$ cat src/rtl/alu_pkg.sv
// Shared ALU definitions: opcode encodings, status-bit positions and the
// rule deciding which opcodes write the architectural flags.
package alu_pkg;

  localparam int STATUS_W = 6;

  localparam int ST_C  = 5;
  localparam int ST_Z  = 4;
  localparam int ST_N  = 3;
  localparam int ST_V  = 2;
  localparam int ST_P  = 1;
  localparam int ST_AF = 0;

  localparam logic [2:0] OP_INC = 3'b001;
  localparam logic [2:0] OP_DEC = 3'b011;
  localparam logic [2:0] OP_ADD = 3'b100;
  localparam logic [2:0] OP_ADC = 3'b101;
  localparam logic [2:0] OP_SUB = 3'b110;
  localparam logic [2:0] OP_SBB = 3'b111;

  typedef logic [STATUS_W-1:0] status_t;

  // Opcodes 000 and 010 produce results that never touch the flag register.
  function automatic logic op_writes_flags(input logic [2:0] op);
    logic hit;
    case (op)
      OP_INC, OP_DEC, OP_ADD, OP_ADC, OP_SUB, OP_SBB: hit = 1'b1;
      default:                                        hit = 1'b0;
    endcase
    return hit;
  endfunction

endpackage

$ cat src/rtl/result_fifo.sv
// Two-entry valid/ready buffer with registered pointers; the write side is
// held off until the first clock edge after reset has been released.
module result_fifo #(
  parameter int DataW = 22
) (
  input  logic             clk,
  input  logic             rst,
  input  logic             wr_valid,
  output logic             wr_ready,
  input  logic [DataW-1:0] wr_data,
  output logic             rd_valid,
  input  logic             rd_ready,
  output logic [DataW-1:0] rd_data,
  output logic [1:0]       count
);

  logic [DataW-1:0] mem [2];
  logic             wr_ptr;
  logic             rd_ptr;
  logic [1:0]       count_q;
  logic             live_q;
  logic             push;
  logic             pop;

  // Readiness comes only from registered state, never from rd_ready.
  assign wr_ready = live_q && (count_q < 2'd2);
  assign rd_valid = (count_q != 2'd0);
  assign rd_data  = mem[rd_ptr];
  assign count    = count_q;

  assign push = wr_valid && wr_ready;
  assign pop  = rd_valid && rd_ready;

  always_ff @(posedge clk or posedge rst) begin
    if (rst) begin
      mem[0]  <= '0;
      mem[1]  <= '0;
      wr_ptr  <= 1'b0;
      rd_ptr  <= 1'b0;
      count_q <= 2'd0;
      live_q  <= 1'b0;
    end else begin
      live_q <= 1'b1;
      if (push) begin
        mem[wr_ptr] <= wr_data;
        wr_ptr      <= ~wr_ptr;
      end
      if (pop) begin
        rd_ptr <= ~rd_ptr;
      end
      case ({push, pop})
        2'b10:   count_q <= count_q + 2'd1;
        2'b01:   count_q <= count_q - 2'd1;
        default: count_q <= count_q;
      endcase
    end
  end

endmodule

$ cat src/rtl/alu_result_stage.sv
// ALU result stage: buffers {result, status} for the consumer and maintains
// the architectural flag register and a saturating overflow counter.
module alu_result_stage
  import alu_pkg::*;
#(
  parameter int Width     = 16,
  parameter int OVF_CNT_W = 8
) (
  input  logic                 clk,
  input  logic                 rst,
  input  logic                 in_valid,
  output logic                 in_ready,
  input  logic [Width-1:0]     in_out,
  input  logic [STATUS_W-1:0]  in_status,
  input  logic [2:0]           in_op,
  input  logic                 in_flag_we,
  output logic                 out_valid,
  input  logic                 out_ready,
  output logic [Width-1:0]     out_data,
  output logic [STATUS_W-1:0]  out_status,
  output logic [STATUS_W-1:0]  flags,
  output logic                 cin_fb,
  output logic [OVF_CNT_W-1:0] ovf_cnt,
  output logic [1:0]           occupancy
);

  localparam int EntryW = Width + STATUS_W;

  logic [EntryW-1:0] head;
  logic              push;

  result_fifo #(
    .DataW(EntryW)
  ) u_fifo (
    .clk     (clk),
    .rst     (rst),
    .wr_valid(in_valid),
    .wr_ready(in_ready),
    .wr_data ({in_out, in_status}),
    .rd_valid(out_valid),
    .rd_ready(out_ready),
    .rd_data (head),
    .count   (occupancy)
  );

  assign out_data   = head[STATUS_W +: Width];
  assign out_status = head[STATUS_W-1:0];

  assign push = in_valid && in_ready;

  // Flags follow the accepted result immediately, not when it drains.
  always_ff @(posedge clk or posedge rst) begin
    if (rst) begin
      flags <= '0;
    end else if (push && in_flag_we && op_writes_flags(in_op)) begin
      flags <= in_status;
    end
  end

  assign cin_fb = flags[ST_C];

  always_ff @(posedge clk or posedge rst) begin
    if (rst) begin
      ovf_cnt <= '0;
    end else if (push && in_status[ST_V] && (ovf_cnt != '1)) begin
      ovf_cnt <= ovf_cnt + OVF_CNT_W'(1);
    end
  end

endmodule

$ cat config.mk
export PLATFORM = sky130hd
export DESIGN_NAME = alu_result_stage
export DESIGN_NICKNAME = d
export VERILOG_FILES = /design/src/rtl/alu_pkg.sv /design/src/rtl/result_fifo.sv /design/src/rtl/alu_result_stage.sv
export SDC_FILE = /design/constraint.sdc
export NUM_CORES = 1
export LEC_CHECK = 0
export ABC_AREA = 1
export CORE_MARGIN = 4
export CORE_UTILIZATION = 44
export CTS_CLUSTER_DIAMETER = 80
export CTS_CLUSTER_SIZE = 40
export DETAILED_ROUTE_END_ITERATION = 8
export HOLD_SLACK_MARGIN = 0.08
export PLACE_DENSITY_LB_ADDON = 0.15
export SLEW_MARGIN = 20
export SYNTH_ARGS = -nofsm -noshare
export SYNTH_HDL_FRONTEND = slang
export SYNTH_SLANG_ARGS = --single-unit
$ cat constraint.sdc
create_clock -name clk -period 1.8 [get_ports clk]
set_clock_uncertainty 0.15 [all_clocks]
set_input_delay 0.27 -clock clk [delete_from_list [all_inputs] [get_ports clk]]
set_output_delay 0.27 -clock clk [all_outputs]
set_load 0.02 [all_outputs]
==> run_results.csv <==
group,metric,value,unit
timing,fin_crit_sh,1.02,
pwr,netSwitchingPower,2.64,mW
floorplan,rows,29,
run_status,failed_checks,"negative setup slack",
clock_network,htree_levels,3,
flow_run,cap_viol_max_count,0,
timing,max_freq,544,MHz
clock_network,cts-buffers-inserted,9,
floorplan,initial_core_util,0.457,
pwr,switching_share,0.364,
logic_synthesis,yosysWarnings,0,
global_routing,grt_pass1_wl,10.6,mm
logic_synthesis,synth-edff-count,0,
logic_synthesis,ys_top_cells_by_area,"dfrtp_1 (54%), nand2_1 (11%), mux2_2 (8.5%)",
pwr,ir_drop,1110,uV
global_routing,grt_start_max_net_pins,45,
timing,drv_slew,0,
clock_network,path_clk_slew,0.07,ns
drt,drc,0,
run_status,status,"complete, but fails checks",
setup_path,worstSetupPathType,"register to output pin",
pwr,p_int,4.61,mW
clock_network,clkSinkCount,63,
clock_network,cts-root-buf,"clkbuf_8",
layout,nets,416,
drt,firstDrtPassIters,5,
logic_synthesis,synth.distinct_cells,24,
clock_network,clock_path_buffers,2,
logic_synthesis,async_flop_share,1.00,
floorplan,top_level_ports,71,
drt,drt-total-wl,5.91,mm
place,io_buffers,69,
logic_synthesis,ys.flop_type,"dfrtp_1",
timing,setup_ws,-0.0377,ns
global_routing,grt-ovfl-total,0,
setup_path,critPathMaxFanout,8,
global_routing,grt_pass1_vias,2262,
drt,vias,2209,
pwr,seqPwrFrac,0.335,
pwr,p_total,7.25,mW
place,dp_hpwl,4.07,mm
setup_path,critical_path_arrival,1.42,ns
logic_synthesis,synth.net_count,335,
setup_path,end_kind,"output pin",
clock_network,clk_latency,0.33,ns
layout,area_growth_syn_to_layout,40.5,%
pwr,p_per_area,1770,nW/um^2
drt,vias_per_cell,4.74,
logic_synthesis,yosys.area.top_type,"dfrtp_1",
timing,period_minus_slack,1.84,ns
place,post_dp_cell_area,3780,um^2
pwr,clkPwrFrac,0.138,
layout,antennaDiodeCount,0,
pwr,p_leak,2.09,nW
drt,avgRoutedWirePerCell,12.7,um
setup_path,critical_path_required,1.38,ns
layout,final_area,4100,um^2
worst_hold_path,hold_class,"primary input to asynchronous set/reset pin",
floorplan,die_h,89.4,um
pwr,p_comb_frac,0.526,
timing,setup_viol,22,
layout,drive_above_1_share,0.270,
floorplan,dieWidth,89.4,um
logic_synthesis,netlist_area,2920,um^2
clock_network,cts_tree,"done",
logic_synthesis,syn_inst,303,
floorplan,die-area,7990,um^2
setup_path,start_kind,"register",
logic_synthesis,avgSynthCellArea,9.62,um^2
logic_synthesis,yosysTopAreaCellShare,0.541,
timing,finalHoldViolCount,0,
logic_synthesis,ys_seq_area_frac,0.541,
place,gp_congestion,0.778,
global_routing,grt.total_usage,0.171,
global_routing,antenna_found_initial,0,
floorplan,core-area,6390,um^2
logic_synthesis,synth_seq_cells,63,
layout,layout_commonest_cell,"nand2_1",
timing,rsz0062_at_grt,"yes",
drt,ant_nets,0,
layout,layout_common_cells,"nand2_1 (87), dfrtp_1 (60), clkdlybuf4s50_1 (37)",
drt,drtIter0Drc,65,
==> synth_stat cells, types with 3 or more instances <==
cell type and number:
nand2_1 88, dfrtp_1 63, inv_1 34, o21ai_0 31
mux2_2 22, o21ai_2 22, nor2_1 8, buf_2 5
buf_6 5, nand3_1 4, xnor2_1 3, xor2_1 3
==> area by class of cell <==
class | count | area, um^2
Sequential cell | 63 | 1580
Inverter | 35 | 135
Multi-Input combinational cell | 192 | 1200
Clock inverter | 5 | 25.0
Fill cell | 551 | 2290
Clock buffer | 11 | 131
Tap cell | 77 | 96.3
Timing Repair Buffer | 83 | 925
==> worst paths after layout <==
kind	cells past startpoint	to	slack [ns]	startpoint
min in group clk	2	u_fifo.mem[36]$_DFFE_PP0P_	0.34	u_fifo.mem[36]$_DFFE_PP0P_
max in group asynchronous	3	u_fifo.mem[35]$_DFFE_PP0P_	0.89	rst
min reg2reg	2	u_fifo.mem[36]$_DFFE_PP0P_	0.34	u_fifo.mem[36]$_DFFE_PP0P_
max	3	out_status[1]	-0.04	u_fifo.rd_ptr$_DFFE_PP0P_
max reg2reg	7	u_fifo.count[1]$_DFFE_PP0P_	0.08	u_fifo.count[1]$_DFFE_PP0P_
min	2	u_fifo.mem[3]$_DFFE_PP0P_	0.17	rst
==> power groups by stage <==
stage	logic, mW	clock network, mW	registers (mW)
global placement	3.35	0	2.39
CTS	3.79	1.03	2.42
global route	4.14	1.10	2.53
detailed placement	3.40	0	2.41
finish	3.82	1.00	2.43
floorplan	1.90	0	2.49
==> routing by layer <==
metal / global-route usage / routed length [um]
met2: 0.264 / 2660
met3: 0.0350 / 331
met1: 0.236 / 2820
met4: 0.0690 / 99
met5: 0 / 0
==> state kept, by name, indices dropped and copies added, names as in the netlist <==
signal,flops
u_fifo.mem,44
u_fifo.wr_ptr,1
u_fifo.live_q,1
u_fifo.count,2
u_fifo.rd_ptr,1
flags,6
ovf_cnt,8
==> kinds of logic after synthesis <==
family	count (synthesis)	share of synthesized area
simple gates	106	0.145
flops	63	0.541
compound gates	55	0.124
buf+inv	48	0.0781
mux	22	0.0850
xor+xnor	6	0.0180
fa+ha+maj	2	0.00858
other cells	1	0.00129
==> worst max-delay path, cell delays in order (launching register included) <==
cell and delay [ns]:
dfrtp_2 0.47, buf_16 0.18, mux2_4 0.30, buf_6 0.13
==> repair_timing <==
item | CTS | global route
gates cloned | 1 | 0
resized for setup | 155 | 20
buffers inserted | 3 | 0
setup endpoints to repair | 29 | 28
hold buffers | 0 | 0
==> stage by stage <==
stage | worst slack [ns] | std cells | util | setup TNS (ns) | hold slack [ns]
2_1_floorplan | 0.00628 | 303 | - | 0 | 0.245
3_3_place_gp | -0.0692 | 448 | 0.592 | -1.32 | 0.309
3_5_place_dp | -0.0931 | 448 | 0.592 | -1.76 | 0.316
4_1_cts | -0.127 | 468 | 0.636 | -1.96 | 0.172
5_1_grt | -0.0714 | 466 | 0.641 | -1.40 | 0.185
6_report | -0.0377 | 466 | 0.641 | -0.653 | 0.169
No activity file was read; power rests on OpenSTA's default activity.
